<file path="src/rtl/div_unit.sv">
// div_unit: multi-cycle radix-2 restoring integer divider for the execute stage.
// Produces {HI, LO} = {remainder, quotient} for DIV (signed) and DIVU (unsigned).
// One quotient bit per cycle; magnitudes are divided and the signs are
// re-applied when the result register is loaded.
module div_unit #(
    parameter int WIDTH = 32
) (
    input  logic                 clk,
    input  logic                 rst,
    input  logic                 start,
    input  logic                 signed_div,
    input  logic                 annul,
    input  logic [WIDTH-1:0]     a,
    input  logic [WIDTH-1:0]     b,
    output logic [2*WIDTH-1:0]   result,
    output logic                 ready,
    output logic                 busy
);

    localparam int CNT_W = $clog2(WIDTH) + 1;

    typedef enum logic [1:0] {
        IDLE = 2'd0,
        CALC = 2'd1,
        DONE = 2'd2
    } state_t;

    state_t               state_q, state_d;
    logic [WIDTH-1:0]     dvd_q, dvd_d;      // dividend magnitude, becomes quotient
    logic [WIDTH-1:0]     dvs_q, dvs_d;      // divisor magnitude
    logic [WIDTH-1:0]     rem_q, rem_d;      // partial remainder (always < divisor)
    logic [CNT_W-1:0]     cnt_q, cnt_d;
    logic                 qneg_q, qneg_d;
    logic                 rneg_q, rneg_d;
    logic [2*WIDTH-1:0]   result_q, result_d;

    // Signed views of the operands for sign detection.
    logic signed [WIDTH-1:0] a_s;
    logic signed [WIDTH-1:0] b_s;
    logic                    a_neg;
    logic                    b_neg;

    // One restoring step: shifted remainder, trial subtraction, outcome.
    logic [WIDTH:0]          rem_sh;
    logic signed [WIDTH:0]   trial;
    logic                    q_bit;
    logic [WIDTH-1:0]        rem_nxt;
    logic [WIDTH-1:0]        dvd_nxt;

    // Two's-complement negation when neg is set. The most negative value maps
    // onto itself, which is exactly the unsigned magnitude it represents.
    function automatic logic [WIDTH-1:0] cond_neg(input logic [WIDTH-1:0] v,
                                                  input logic             neg);
        logic [WIDTH-1:0] r;
        r = neg ? (~v + WIDTH'(1)) : v;
        return r;
    endfunction

    assign a_s   = a;
    assign b_s   = b;
    assign a_neg = signed_div & (a_s < 0);
    assign b_neg = signed_div & (b_s < 0);

    // Single iteration of the restoring divider. The shifted remainder is
    // below 2*divisor, so the sign of the (WIDTH+1)-bit trial difference is
    // exactly the borrow: no borrow means the divisor fits and the bit is 1.
    always_comb begin
        rem_sh  = {rem_q, dvd_q[WIDTH-1]};
        trial   = $signed(rem_sh - {1'b0, dvs_q});
        q_bit   = ~trial[WIDTH];
        rem_nxt = q_bit ? trial[WIDTH-1:0] : rem_sh[WIDTH-1:0];
        dvd_nxt = {dvd_q[WIDTH-2:0], q_bit};
    end

    // Next-state, datapath updates and the busy/ready handshake.
    always_comb begin
        state_d  = state_q;
        dvd_d    = dvd_q;
        dvs_d    = dvs_q;
        rem_d    = rem_q;
        cnt_d    = cnt_q;
        qneg_d   = qneg_q;
        rneg_d   = rneg_q;
        result_d = result_q;
        busy     = 1'b0;
        ready    = 1'b0;

        case (state_q)
            IDLE: begin
                if (start && !annul) begin
                    busy   = 1'b1;
                    dvd_d  = cond_neg(a, a_neg);
                    dvs_d  = cond_neg(b, b_neg);
                    rem_d  = '0;
                    cnt_d  = '0;
                    qneg_d = a_neg ^ b_neg;
                    rneg_d = a_neg;
                    if (b == '0) begin
                        // Divide by zero: quotient all-ones, remainder is the raw dividend.
                        state_d  = DONE;
                        result_d = {a, {WIDTH{1'b1}}};
                    end else begin
                        state_d = CALC;
                    end
                end
            end

            CALC: begin
                busy = 1'b1;
                if (annul) begin
                    // Flushed instruction: drop the work, keep the old result.
                    state_d = IDLE;
                end else begin
                    dvd_d = dvd_nxt;
                    rem_d = rem_nxt;
                    cnt_d = cnt_q + CNT_W'(1);
                    if (cnt_q == CNT_W'(WIDTH - 1)) begin
                        state_d  = DONE;
                        result_d = {cond_neg(rem_nxt, rneg_q), cond_neg(dvd_nxt, qneg_q)};
                    end
                end
            end

            DONE: begin
                ready   = ~annul;
                state_d = IDLE;
            end

            default: begin
                state_d = IDLE;
            end
        endcase

        // The hazard unit must never see a stall request while in reset.
        if (rst) begin
            busy = 1'b0;
        end
    end

    // Control state and the architecturally visible result register.
    always_ff @(posedge clk) begin
        if (rst) begin
            state_q  <= IDLE;
            cnt_q    <= '0;
            result_q <= '0;
        end else begin
            state_q  <= state_d;
            cnt_q    <= cnt_d;
            result_q <= result_d;
        end
    end

    // Datapath working registers; their contents only matter inside an operation.
    always_ff @(posedge clk) begin
        dvd_q  <= dvd_d;
        dvs_q  <= dvs_d;
        rem_q  <= rem_d;
        qneg_q <= qneg_d;
        rneg_q <= rneg_d;
    end

    assign result = result_q;

endmodule

</file>
<file path="config.mk">
export PLATFORM = sky130hd
export DESIGN_NAME = div_unit
export DESIGN_NICKNAME = d
export VERILOG_FILES = /design/src/rtl/div_unit.sv
export SDC_FILE = /design/constraint.sdc
export NUM_CORES = 1
export LEC_CHECK = 0
export ABC_AREA = 1
export ABC_CLOCK_PERIOD_IN_PS = 5900
export BUFFER_PORTS_ARGS = -buffer_cell sky130_fd_sc_hd__buf_4
export CAP_MARGIN = 25
export CORE_MARGIN = 2
export CORE_UTILIZATION = 50
export CTS_CLUSTER_DIAMETER = 100
export DETAILED_ROUTE_END_ITERATION = 12
export PLACE_DENSITY = 0.67
export SLEW_MARGIN = 20
export SYNTH_ARGS = -nofsm -noshare
export SYNTH_HDL_FRONTEND = slang
export SYNTH_SLANG_ARGS = --single-unit
</file>
<file path="constraint.sdc">
create_clock -name clk -period 5.9 [get_ports clk]
set_clock_uncertainty 0.2 [all_clocks]
set_input_delay 0.295 -clock clk [delete_from_list [all_inputs] [get_ports clk]]
set_output_delay 0.295 -clock clk [all_outputs]
set_load 0.03 [all_outputs]
</file>
; After elaboration in Yosys (flattened, before gate mapping)
; Cells that the tools add are included.
[word_totals]
ff_bits = 170
input_bits = 69
out_inout_bits = 66
elab_cells = 70
[op_classes]
add_sub_neg = 6
order_cmp = 2
eq_ne = 8
n_mux = 28
bitwise_logic = 9
reduce_logical = 9
[op_table]
columns = op, n
row1 = 32-bit 2-to-1 mux, 9
row2 = 64-bit 2-to-1 mux, 4
row3 = 32-bit by 1-bit adder with 32-bit output (second input constant), 4
row4 = 32-bit inverter, 4
row5 = 32-bit case mux with 2 select lines, 2
row6 = 64-bit case mux with 2 select lines, 1
row7 = 32-bit by 1-bit less-than comparator with 1-bit output (second input constant), 2
row8 = 33-bit by 32-bit subtractor with 33-bit output, 1
row9 = 32-bit zero test, 1
row10 = 6-bit 2-to-1 mux, 2
row11 = 6-bit case mux with 2 select lines, 1
row12 = 2-bit 2-to-1 mux, 4
row13 = 2-bit != test (second input constant), 4
row14 = 6-bit by 1-bit adder with 6-bit output (second input constant), 1
row15 = 6-bit by 5-bit == test with 1-bit output (second input constant), 1
row16 = 5-bit AND reduction, 1
row17 = 2-bit case mux with 2 select lines, 1
row18 = 2-bit AND reduction, 2
row19 = 1-bit 2-to-1 mux, 3
row20 = 3-bit != test (second input constant), 1
row21 = 3-bit AND reduction, 1
row22 = 1-bit AND, 2
row23 = 2-bit by 1-bit == test with 1-bit output (second input constant), 1
row24 = 2-bit == test (second input constant), 1
row25 = other kinds (7), 8

; Longest topological paths before layout
; Gate-level depths: netlist (run 1).
[logic_depth]
ltp_word = 8
mapped_depth = 28
mapped_depth_nobuf = 27

; Least setup slack after synthesis (run 1)
; No wires, ideal clock.
[synth_path]
kind = reg-to-reg
start = register state_q[1]
end = register dvd_q[0], enable pin
setup_time_ps = 420
arrival_time_ps = 3751
setup_slack_ps = 1529
path_stages_with_launch = 6
path_buffers = 0
path_cell_list = dfxtp_1 > nor2_1 > inv_1 > nor2_1 > nor2_1 > inv_1
[synth_between]
elab_chain_cells = 3
elab_cells_between_ends = 6
classes_between = eq/ne: 3 / reduce/logical: 3
[synth_lines]
columns = element, line
row1 = from (decl), 28  ; state_t state_q, state_d;
row2 = from (signal assigned), 147  ; state_q <= state_d;
row3 = 2-bit by 1-bit == test with 1-bit output / 2-bit zero test (equally long branches), 88  ; case (state_q)
row4 = 2-bit != test (no line) / 2-bit nonzero test (equally long branches), n/a
row5 = 3-bit AND reduction (no line) (*), n/a
row6 = to (signal assigned), 155  ; dvd_q <= dvd_d;
row7 = to (decl), 29  ; logic [WIDTH-1:0] dvd_q, dvd_d;
; Mark *: on every way between the ends. The rest lies on a longest branch, timed or not.
; A chain may end at the register's enable or synchronous reset.

; Worst setup path after layout (run 1)
[layout_path]
start = register dvd_q[31]
end = register result_q[28] (netlist: result[28])
[layout_between]
elab_chain_cells = 8
[layout_lines]
columns = element, line
row1 = 33-bit by 32-bit subtractor with 33-bit output, 69  ; trial = $signed(rem_sh - {1'b0, dvs_q});
row2 = 1-bit inverter, 70  ; q_bit = ~trial[WIDTH];
row3 = 32-bit inverter, 55  ; r = neg ? (~v + WIDTH'(1)) : v;
row4 = 32-bit by 1-bit adder with 32-bit output, 55
row5 = 32-bit 2-to-1 mux, 55
row6 = 64-bit 2-to-1 mux, 117  ; if (cnt_q == CNT_W'(WIDTH - 1)) begin
row7 = 64-bit 2-to-1 mux, 110  ; if (annul) begin
row8 = 64-bit case mux with 2 select lines, 88
row9 = to (signal assigned), 149  ; result_q <= result_d;
row10 = to (decl), 35  ; logic [2*WIDTH-1:0] result_q, result_d;
; No other way between the ends. The select of a mux whose other input is x is not followed.

==> out/metrics.yaml, run 1 <==
status: "finished clean"
synth-edff-count: 98
synth_top_family_by_area: "simple AND/OR/NAND/NOR gates"
ys.flop_type: "edfxtp_1"
maxSlewViolCount: 0
gr-total-overflow: 0
fp.dieH_um: 163
peakVddDrop_mv: 0.167
antenna_found_initial: 0
clock_sinks: 170
finalWeightedCongestion: 0.935
rows: 58
hold_viol: 0
synth-adder-area-share: 0.0381
swShare: 0.373
min_period_ns: 4.74
dieArea_mm2: 0.0267
endpoint_kind: "flip-flop"
intPower_w: 0.00234
synth_cell_types: 59
route.detailed.wl_per_inst_um: 16.1
timing.rr.end: "result[28]$_SDFFE_PP0P_"
final_layout_size_suffix_gt1_frac: 0.137
cts_buffer_depth: 2
num-nets-final: 2097
num_io_pins: 135
avgSynthCellArea_um2: 6.87
final_common_cell: "nand2_1"
p_leak_nw: 6.87
reg2reg_slack_ns: 1.16
synth_xor_xnor_area_share: 0.0380
place_area_mm2: 0.0140
tightest_slew_ns: 0.942
via_per_inst: 5.48
fin_crit_sh: 0.803
netlist_area_mm2: 0.0127
hold_path_class: "in -> reg"
yosysWarningCount: 0
nFillCells: 2403
route.detailed.drc: 0
die_w_um: 163
seqPwrFrac: 0.378
synth_compound_area_frac: 0.140
cts-root-buf: "clkbuf_16"
critPathLaunchType: "flip-flop"
wirelength_um: 37700
post_cts_buffers: 0
grt_pass1_wl_um: 59200
rr_startpoint: "dvd_q[31]$_DFFE_PP_"
firstDrtPassIters: 5
rsz0062_at_grt: "false"
grtUsageTotal: 0.284
synth-simple-area-share: 0.335
syn_nets: 1955
port_buffers: 134
area_growth_pct: 17.7
cts_tree: "done"
grt_max_degree: 65
path_clk_slew_ns: 0.08
cts-resized-gates: 0
power.switching_w: 0.00139
p_comb_frac: 0.307
ff2ff_path_depth: 26
syn_inst: 1848
critPathKind: "reg -> reg"
grt_pass1_vias: 11700
holdWs_ns: 0.0102
crit_path_start: "dvd_q[31]$_DFFE_PP_"
coreArea_mm2: 0.0250
cts_htree_levels: 4
dp_hpwl_um: 28500
ant_nets: 0
num_vias: 12800
slew_headroom: 0.365
first_iter_violations: 1327
finalSetupViolCount: 0
start_util: 0.507
worstPathArrival_ns: 4.86
final_cell_mix: "437 x nand2_1, 259 x inv_1, 210 x nor2_1"
synth.yosys.seq_area_share: 0.346
clock_latency_ns: 0.45
synthMuxAreaShare: 0.000789
fin_tns_setup_ns: 0
hold_buffers: 37
antenna_cells: 0
required_ns: 6.02
async_reset_ff_frac: 0
cellPowerDensity_mw_per_mm2: 250
crit_path_max_fanout: 12
drv_cap: 0
final_cell_area_mm2: 0.0149
ys_ff_latch: 170
fmax_mhz: 211
cts_buffers: 17
worstSetupEndpoint: "result[28]$_SDFFE_PP0P_"
clock_power_share: 0.315
cell usage after synthesis, types with 18 or more instances:
library cell  number  area [um^2]
xor2_1            41          359
ha_1              37          463
nand2_2           25          156
a21oi_1           92          460
nor3_1            36          180
dfxtp_1           72         1440
inv_1            261          980
nand3_1          155          776
o21ai_0           98          490
nand2_1          438         1640
edfxtp_1          98         2940
nor2_1           211          792
o211ai_1          18          135
clkbuf_1          38          143
nand4_1           25          156
power groups by stage:
stage | Combinational, W | Clock (W) | Sequential, W
floorplan | 0.000771 | 0 | 0.00146
global placement | 0.00110 | 0 | 0.00143
detailed placement | 0.00111 | 0 | 0.00143
CTS | 0.00114 | 0.00118 | 0.00141
global route | 0.00128 | 0.00122 | 0.00142
finish | 0.00115 | 0.00117 | 0.00141
routing by layer:
| layer | vias to the layer above | share of wire | global-route usage |
|---|---|---|---|
| met5 | - | 0 | 0 |
| met4 | 0 | 0.024 | 0.0837 |
| met3 | 55 | 0.064 | 0.0345 |
| met2 | 453 | 0.47 | 0.472 |
| met1 | 5894 | 0.45 | 0.387 |
| li1 | 6387 | - | - |
flip-flops by register name, indices dropped and copies added (netlist names):
name / cells
result: 64
dvd_q: 32
dvs_q: 32
rem_q: 32
cnt_q: 6
state_q: 2
qneg_q: 1
rneg_q: 1
stage by stage:
step                       util  cells  setup WS, ns  power (W)
final                     0.597   2333          1.16    0.00373
after global routing      0.597   2333         0.636    0.00391
after CTS                 0.596   2333          1.19    0.00373
after detailed placement  0.557   2264          1.20    0.00255
after global placement    0.557   2263          1.40    0.00253
after floorplan               -   1848          1.53    0.00223
worst max-delay path, cell delays in order (launching register included):
cell      delay (ns)
edfxtp_1        0.37
inv_1           0.05
ha_1            0.22
fa_1            0.42
inv_1           0.10
nand2_1         0.05
nand2_1         0.07
nand3_1         0.08
nand2_2         0.11
nand2_1         0.09
nand2_2         0.10
nand2_4         0.08
nand2_4         0.09
nand2_2         0.17
nand2_4         0.14
ha_1            0.18
nand4_1         0.17
nor3_2          0.25
nand4_1         0.16
o21ai_1         0.28
o21ai_0         0.22
a21oi_1         0.25
o21a_1          0.23
o21ai_1         0.12
a21oi_1         0.17
xor2_1          0.17
a21oi_1         0.08
worst min-delay path by stage:
stage / from / end / cells past startpoint
6_report: annul / state_q[1]$_SDFFE_PP0P_ / 4
2_1_floorplan: b[0] / dvs_q[0]$_DFFE_PP_ / 0
3_3_place_gp: result[19]$_SDFFE_PP0P_ / result[19]$_SDFFE_PP0P_ / 2
3_5_place_dp: result[19]$_SDFFE_PP0P_ / result[19]$_SDFFE_PP0P_ / 2
5_1_grt: a[0] / dvd_q[0]$_DFFE_PP_ / 3
4_1_cts: annul / state_q[1]$_SDFFE_PP0P_ / 4
logic make-up (layout without fill, tap and decap cells):
kind of cell | Yosys count | count (layout)
XOR/XNOR | 55 | 55
AO/OA/AOI/OAI | 297 | 297
multiplexers | 1 | 1
AND/OR/NAND/NOR | 954 | 954
flip-flops | 170 | 170
adder cells (fa/ha/maj) | 38 | 38
buffers and inverters | 333 | 488
cell type report:
class | instances | area (um^2) | area share
Timing Repair Buffer | 181 | 1470 | 0.0982
Clock inverter | 15 | 184 | 0.0123
Multi-Input combinational cell | 1345 | 7030 | 0.471
Tap cell | 330 | 413 | 0.0276
Inverter | 275 | 1030 | 0.0692
Clock buffer | 17 | 425 | 0.0285
Sequential cell | 170 | 4380 | 0.293
No activity file was read; power rests on OpenSTA's default activity.
==> run 2: changes to the inputs <==
Settings changed: ABC_CLOCK_PERIOD_IN_PS 5900 to 4100, PLACE_DENSITY 0.67 to 0.69.
Clock period 5.9 ns to 4.1 ns, I/O delays scaled along.
==> run 2 against run 1 <==
  * Register-to-register slack worse by 0.93 ns
  * Critical path depth down 2
  * Critical path type unchanged
  * Largest power group unchanged
  * Clock power grew 50%
  * Wire length rose by 3.3%
  * First-iteration DRC count increased by 4.4%
  * Setup slack lost 0.93 ns
==> out/metrics.yaml, run 2 (synthesis gave the netlist of run 1 again) <==
final_layout_size_suffix_gt1_frac: 0.160  # +0.0232
drv_cap: 0  # unchanged
path_buf_inv: 4  # +2
min_period_ns: 3.87  # -0.871 ns
final_common_cell: "nand2_1"
critPathLaunchType: "flip-flop"
fmax_mhz: 259  # +23%
finalWeightedCongestion: 0.963  # +3.0%
p_leak_nw: 7.16  # +4.3%
path_delay_family: "simple AND/OR/NAND/NOR gates"
maxSlewViolCount: 0  # unchanged
peakVddDrop_mv: 0.248  # +49%
antenna_found_initial: 1  # +1
hold_viol: 0  # unchanged
via_per_inst: 5.45  # -0.59%
grt_pass1_wl_um: 61300  # +3.5%
final_cell_mix: "434 x nand2_1, 258 x inv_1, 209 x nor2_1"
crit_path_max_fanout: 5  # -7
area_growth_pct: 22.4
finalWorstSetupSlack_ns: 0.233  # -0.929 ns
hold_path_class: "in -> reg"
clock_latency_ns: 0.43  # -0.02 ns
cts_buffers: 17  # unchanged
num_vias: 13000  # +2.0%
final_util: 0.620  # +0.0237
finalSetupViolCount: 0  # unchanged
coreArea_mm2: 0.0250  # unchanged
fin_crit_sh: 0.943  # +0.140
final_cell_area_mm2: 0.0155  # +4.0%
route.detailed.wl_per_inst_um: 16.3  # +0.69%
num_io_pins: 135  # unchanged
route.detailed.drc: 0  # unchanged
tightest_slew_ns: 0.961  # +0.0182 ns
rows: 58  # unchanged
grtUsageTotal: 0.292  # +0.00831
worstPathArrival_ns: 4.03  # -0.83 ns
cts_htree_levels: 4  # unchanged
grt_max_degree: 65  # unchanged
wirelength_um: 38900  # +3.3%
cts_buffer_depth: 2  # unchanged
die_w_um: 163  # unchanged
dp_hpwl_um: 29600  # +3.6%
worstPathCellList: "inv_1 -> ha_2 -> nand2_2 -> inv_1 -> nand2_1 -> nand2_1 -> a21oi_2 -> nand2_2 -> nand2_4 -> buf_4 -> nand3_2 -> nand2_4 -> ha_4 -> nand4_1 -> nor3_2 -> nand4_1 -> o21ai_2 -> o21ai_2 -> a21oi_2 -> o21a_1 -> buf_6 -> o21ai_1 -> xor2_1 -> a21oi_1"
cts_tree: "done"
fp.dieH_um: 163  # unchanged
cts-root-buf: "clkbuf_16"
cellPowerDensity_mw_per_mm2: 356  # +43%
grt_pass1_vias: 12100  # +3.7%
rsz0062_at_grt: "true"
fin_cells: 2393  # +2.6%
required_ns: 4.27  # -1.75 ns
holdWs_ns: 0.0134  # +0.00319 ns
pre_cts_slack_ns: -0.0806  # -1.28 ns
gr-total-overflow: 0  # unchanged
clock_sinks: 170  # unchanged
ant_nets: 0  # unchanged
slew_headroom: 0.360  # -0.00547
port_buffers: 134  # unchanged
num-nets-final: 2157  # +2.9%
endpoint_kind: "flip-flop"
cp_slowest_cell: "edfxtp_1"
dpl.cell_count: 2292  # +1.2%
antenna_cells: 0  # unchanged
first_iter_violations: 1385  # +4.4%
status: "finished clean"
slowest_delay_ns: 0.37  # -0.05 ns
largest_reg_flops: 64  # unchanged
dieArea_mm2: 0.0267  # unchanged
start_util: 0.507  # unchanged
firstDrtPassIters: 6  # +1
path_clk_slew_ns: 0.07  # about the same
critPathKind: "reg -> reg"
place_area_mm2: 0.0142  # +1.5%
==> run 2: per-layer routing <==
layer,share of wire,vias up,track usage
met2,0.47,479,0.490
li1,-,6475,-
met5,0.00033,-,0
met4,0.026,2,0.0905
met3,0.068,65,0.0432
met1,0.43,6019,0.389
==> run 2: cell type report <==
class,instances,area (um^2)
Fill cell,2319,9500
Multi-Input combinational cell,1345,7110
Sequential cell,170,4380
Timing Repair Buffer,241,1970
Inverter,275,1030
Clock buffer,18,439
Tap cell,330,413
Clock inverter,14,181
==> run 2: stage by stage <==
step / power, W / TNS (ns)
2_1_floorplan: 0.00321 / 0
3_3_place_gp: 0.00369 / 0
3_5_place_dp: 0.00371 / -0.105
4_1_cts: 0.00549 / 0
5_1_grt: 0.00580 / -0.0470
6_report: 0.00553 / 0
==> run 2: tightest hold or removal path: stages <==
cell and delay (ns):
buf_4 0.12, inv_1 0.06, nor2_1 0.05, nor2_1 0.09, a21oi_1 0.06
==> run 2: worst paths after layout <==
kind | from | endpoint | slack [ns] | cells past startpoint
setup / recovery | dvs_q[14]$_DFFE_PP_ | result[30]$_SDFFE_PP0P_ | 0.23 | 24
setup reg to reg | dvs_q[14]$_DFFE_PP_ | result[30]$_SDFFE_PP0P_ | 0.23 | 24
hold reg to reg | result[31]$_SDFFE_PP0P_ | result[31]$_SDFFE_PP0P_ | 0.27 | 2
hold / removal | a[5] | result[37]$_SDFFE_PP0P_ | 0.01 | 5
==> run 2: where the power goes <==
part / total, W / internal, W / switching, W
Combinational: 0.00175 / 0.000607 / 0.00115
Sequential: 0.00203 / 0.00195 / 0.0000802
Clock: 0.00175 / 0.000992 / 0.000755
==> run 2: timing repair <==
item / 4_1_cts / 5_1_grt
pin swaps: 4 / 12
setup buffers: 2 / 8
resized for setup: 5 / 18
cloned: 0 / 0
setup endpoints to repair: 3 / 15
hold buffers: 59 / 0
hold endpoints to repair: 73 / 0
